**src/rtl/mac_pkg.sv**
```systemverilog
// Shared types and widths for the 2x3 signed multiply-accumulate stage.
package mac_pkg;
    localparam int A_W       = 2;
    localparam int B_W       = 3;
    localparam int PROD_W    = 5;
    localparam int ACC_W_DEF = 12;
    localparam int LEN_W_DEF = 4;

    typedef enum logic [1:0] {IDLE, RUN, FLUSH, DONE} state_t;

    typedef struct packed {
        logic [A_W-1:0] a;
        logic [B_W-1:0] b;
    } op_t;
endpackage

```
**src/rtl/Mult_2_3.sv**
```systemverilog
// Combinational signed 2-bit x signed 3-bit multiplier with a 5-bit product.
module Mult_2_3 (
    input  logic [1:0] IN1,
    input  logic [2:0] IN2,
    output logic [4:0] Out
);
    logic signed [4:0] x1, x2;

    assign x1  = {{3{IN1[1]}}, IN1};
    assign x2  = {{2{IN2[2]}}, IN2};
    assign Out = x1 * x2;
endmodule

```
**src/rtl/mac_2_3_acc.sv**
```systemverilog
// Burst multiply-accumulate: registered operands feed Mult_2_3, products are
// summed into a wrapping accumulator with a sticky signed-overflow flag.
module mac_2_3_acc
    import mac_pkg::*;
#(
    parameter int ACC_W = ACC_W_DEF,
    parameter int LEN_W = LEN_W_DEF
) (
    input  logic             clk_i,
    input  logic             rst_i,
    input  logic             start_i,
    input  logic [LEN_W-1:0] len_i,
    input  logic             in_valid_i,
    output logic             in_ready_o,
    input  logic [A_W-1:0]   a_i,
    input  logic [B_W-1:0]   b_i,
    output logic             out_valid_o,
    input  logic             out_ready_i,
    output logic [ACC_W-1:0] acc_out_o,
    output logic             ovf_o
);
    state_t             state_q, state_d;
    logic [LEN_W-1:0]   len_q, len_d;
    logic [LEN_W-1:0]   cnt_q, cnt_d, cnt_inc;
    op_t                op_q, op_d;
    logic               s1_vld_q, s1_vld_d;
    logic [ACC_W-1:0]   acc_q, acc_d;
    logic               ovf_q, ovf_d;

    logic [PROD_W-1:0]  prod;
    logic [ACC_W-1:0]   prod_ext, sum;
    logic               add_ovf, accept;

    Mult_2_3 u_mult (
        .IN1 (op_q.a),
        .IN2 (op_q.b),
        .Out (prod)
    );

    assign prod_ext = {{(ACC_W-PROD_W){prod[PROD_W-1]}}, prod};
    assign sum      = acc_q + prod_ext;
    // Signed overflow: like-signed operands yielding an opposite-signed sum.
    assign add_ovf  = (acc_q[ACC_W-1] == prod_ext[ACC_W-1]) &&
                      (sum[ACC_W-1] != acc_q[ACC_W-1]);

    assign in_ready_o  = (state_q == RUN);
    assign out_valid_o = (state_q == DONE);
    assign acc_out_o   = acc_q;
    assign ovf_o       = ovf_q;
    assign accept      = in_valid_i && in_ready_o;
    assign cnt_inc     = cnt_q + 1'b1;

    always_comb begin
        state_d  = state_q;
        len_d    = len_q;
        cnt_d    = cnt_q;
        op_d     = op_q;
        acc_d    = acc_q;
        ovf_d    = ovf_q;
        s1_vld_d = accept;

        if (s1_vld_q) begin
            acc_d = sum;
            if (add_ovf) ovf_d = 1'b1;
        end

        unique case (state_q)
            IDLE: begin
                if (start_i) begin
                    len_d   = len_i;
                    cnt_d   = '0;
                    acc_d   = '0;
                    ovf_d   = 1'b0;
                    state_d = (len_i == '0) ? DONE : RUN;
                end
            end
            RUN: begin
                if (accept) begin
                    op_d  = '{a: a_i, b: b_i};
                    cnt_d = cnt_inc;
                    if (cnt_inc == len_q) state_d = FLUSH;
                end
            end
            FLUSH: state_d = DONE;
            DONE: begin
                if (out_ready_i) state_d = IDLE;
            end
            default: state_d = IDLE;
        endcase
    end

    always_ff @(posedge clk_i) begin
        if (rst_i) begin
            state_q  <= IDLE;
            len_q    <= '0;
            cnt_q    <= '0;
            op_q     <= '0;
            s1_vld_q <= 1'b0;
            acc_q    <= '0;
            ovf_q    <= 1'b0;
        end else begin
            state_q  <= state_d;
            len_q    <= len_d;
            cnt_q    <= cnt_d;
            op_q     <= op_d;
            s1_vld_q <= s1_vld_d;
            acc_q    <= acc_d;
            ovf_q    <= ovf_d;
        end
    end
endmodule

```
**config.mk**
```make
export PLATFORM = sky130hd
export DESIGN_NAME = mac_2_3_acc
export DESIGN_NICKNAME = d
export VERILOG_FILES = /design/src/rtl/mac_pkg.sv /design/src/rtl/Mult_2_3.sv /design/src/rtl/mac_2_3_acc.sv
export SDC_FILE = /design/constraint.sdc
export NUM_CORES = 1
export LEC_CHECK = 0
export ABC_AREA = 0
export CORE_UTILIZATION = 49
export DETAILED_ROUTE_END_ITERATION = 10
export PLACE_DENSITY_LB_ADDON = 0.05
export SLEW_MARGIN = 0
export SYNTH_ARGS = -nofsm -noshare
export SYNTH_HDL_FRONTEND = slang
export SYNTH_SLANG_ARGS = --single-unit
```
**constraint.sdc**
```tcl
create_clock -name clk_i -period 3.4 [get_ports clk_i]
set_input_delay 0.68 -clock clk_i [delete_from_list [all_inputs] [get_ports clk_i]]
set_output_delay 0.68 -clock clk_i [all_outputs]
set_load 0.02 [all_outputs]
```
==> flow_summary.toml <==
[final_layout]
n_antenna_cell = 0
layout_commonest_cell = "dfxtp_1"
final_cell_mix = "dfxtp_1, clkdlybuf4s50_1, nand2_1, a21oi_1, ha_1"
area_growth_pct = 23.5
drive_above_1_share = 0.0811
fillCellCount = 363
num-nets-final = 294

[min_path]
hp-start = "op_q[2]$_SDFFE_PP0P_"
hp-class = "reg2reg"
min_to = "op_q[2]$_SDFFE_PP0P_"
hold_path_depth = 2

[logic_synthesis]
ys_ff_latch = 29
synthDistinctLibCells = 41
synth-edff-count = 0
synthesis.yosys.warnings = 0
ys.flop_type = "dfxtp_1"
synth_area_per_cell_um2 = 8.48
async_reset_ff_frac = 0
synth_area_um2 = 1930
synth_fp_nets = 264
syn_inst = 228
yosysSeqAreaShare = 0.300

[clock_network]
hold_buffers = 0
h-tree-depth = 2
numCtsBuffers = 5
clk_pin_slew_ns = 0.07
cts_resized = 0
post_cts_buffers = 0
clk_latency_ns = 0.28
clockRootBuffer = "clkbuf_8"
cts_sinks = 29
cts_max_path_buffers = 2
cts_tree = "built"

[critical_path]
setup.worst_path.class = "reg2reg"
cp_max_fo = 10
cp.required_ns = 3.54
cp_cell_sequence = "inv_1 > nor2_1 > ha_1 > ha_1 > fa_1 > xnor2_1 > buf_4 > ha_2 > or4_1 > o21ai_0 > a21oi_1 > xnor2_1 > a21oi_1"
end_kind = "register"
startpoint_type = "register"
reg2reg_depth = 13
cp_top_family = "adder cells"
cp_slowest_cell = "or4_1"
startpoint = "op_q[4]$_SDFFE_PP0P_"
slowest_delay_ns = 0.49
rrSetupSlack_ns = 0.19
cp.arrival_ns = 3.36
path_buf_inv = 2
timing.rr.start = "op_q[4]$_SDFFE_PP0P_"
r2r_end = "acc_out_o[8]$_SDFF_PP0_"

[flow_run]
cap_violations = 0

[floorplanning]
rows = 22
ios = 29
core_um2 = 3720
floorplan.initialDensity = 0.521
die_h_um = 64.8
dieArea_um2 = 4200
die_x_um = 64.8

[timing]
setup_viol = 0
timing.final.crit_share = 0.946
max_freq_mhz = 311
slew_headroom = 0.558
worst_hold_slack_ns = 0.466
finalHoldViolations = 0
layout_min_cycle_time_ns = 3.21
setup_tns_ns = 0
tightest_slew_ns = 0.662
drv_slew = 0
rsz0062_at_grt = "no"
finalClockSkew_ns = 0.00843

[global_route]
grt_pass1_vias = 1569
grt.total_usage = 0.218
grt-ovfl-total = 0
antenna_found_initial = 0
grt_max_degree = 17
grt_pass1_wl_mm = 7.02

[detailed_routing]
routed_via_density = 5.41
route.vias.total = 1661
dr.pass1.iters = 4
first_iter_violations = 62
ant_nets = 0
drc = 0
wire_per_inst_um = 12.8
drt_wl_total_mm = 3.92

[placed_design]
dp_hpwl_mm = 3.02
portBuffers = 28
gp_congestion = 0.816

[power_and_ir_drop]
powerDensity_nw_per_um2 = 502
power.leakage_nw = 0.936
ir_drop_mv = 0.335

[outcome]
status = "finished clean"
==> cell families (layout without fill, tap and decap cells) <==
kind of cell,after synthesis,after routing,synth area share
compound gates,55,55,0.194
xor+xnor,12,12,0.0543
flops,29,29,0.300
simple gates,80,80,0.207
buf+inv,21,52,0.0440
mux,9,9,0.0466
fa+ha+maj,22,22,0.154
==> where the power goes <==
| part | switching [mW] | internal, mW |
|---|---|---|
| clock | 0.138 | 0.239 |
| combinational | 0.237 | 0.171 |
| sequential | 0.0361 | 0.376 |
| total | 0.412 | 0.787 |
==> flip-flops by register name, summed over array words and instances, names as in the netlist <==
signal and count:
acc_out_o 12, op_q 5, cnt_q 4, len_q 4
state_q 2, ovf_o 1, s1_vld_q 1
==> metrics by stage <==
stage	cell area, um2	util	setup WS (ns)	std cells	power, mW
2_1_floorplan	1930	-	0.120	228	0.719
3_3_place_gp	2260	0.609	0.270	299	0.827
3_5_place_dp	2260	0.609	0.157	299	0.831
4_1_cts	2380	0.641	0.117	307	1.21
5_1_grt	2390	0.643	0.0128	307	1.29
6_report	2390	0.643	0.185	307	1.20
==> worst min-delay path, stage by stage (launching register included) <==
cell,delay [ns]
dfxtp_1,0.32
nand2_1,0.05
a21oi_1,0.05
==> routing by layer <==
layer / part of all wire / GRT usage
met1: 0.44 / 0.251
met2: 0.51 / 0.388
met3: 0.039 / 0.0546
met4: 0.0079 / 0.0722
met5: 0 / 0
==> cell type report <==
cell class	count	area, um2	share of cell area
multi-input combinational	178	1280	0.534
sequential	29	581	0.243
timing repair buffer	32	310	0.130
clock buffer	7	86.3	0.0361
tap	48	60.1	0.0251
inverter	12	45.0	0.0189
clock inverter	1	30.0	0.0126
==> worst max path at each step <==
stage,to,slack (ns),cells past startpoint
after floorplan,acc_out_o[11]$_SDFF_PP0_,0.12,13
after global placement,acc_out_o[11]$_SDFF_PP0_,0.27,14
after detailed placement,acc_out_o[11]$_SDFF_PP0_,0.16,14
after CTS,acc_out_o[11]$_SDFF_PP0_,0.12,14
after global routing,acc_out_o[8]$_SDFF_PP0_,0.01,13
final,acc_out_o[8]$_SDFF_PP0_,0.19,13
==> Yosys cell counts, drive strengths merged, types with 2 or more instances <==
cell	n	share of area
a211oi	8	0.036
and2	4	0.013
xnor2	8	0.036
nand3b	2	0.0078
o31ai	2	0.015
nand4	2	0.0065
clkbuf	4	0.0078
dfxtp	29	0.30
xor2	4	0.018
a21o	4	0.016
fa	3	0.031
a22oi	2	0.0078
o21ai	12	0.037
o21a	2	0.0084
nand3	15	0.039
nor2b	3	0.0097
nand2	20	0.039
mux2i	9	0.047
buf	5	0.013
nand2b	7	0.023
ha	19	0.12
a21oi	21	0.056
or3	3	0.0097
inv	11	0.021
nor3	3	0.0078
a311o	2	0.010
nor4	2	0.0065
nor2	15	0.029
No activity file was read; power rests on OpenSTA's default activity.
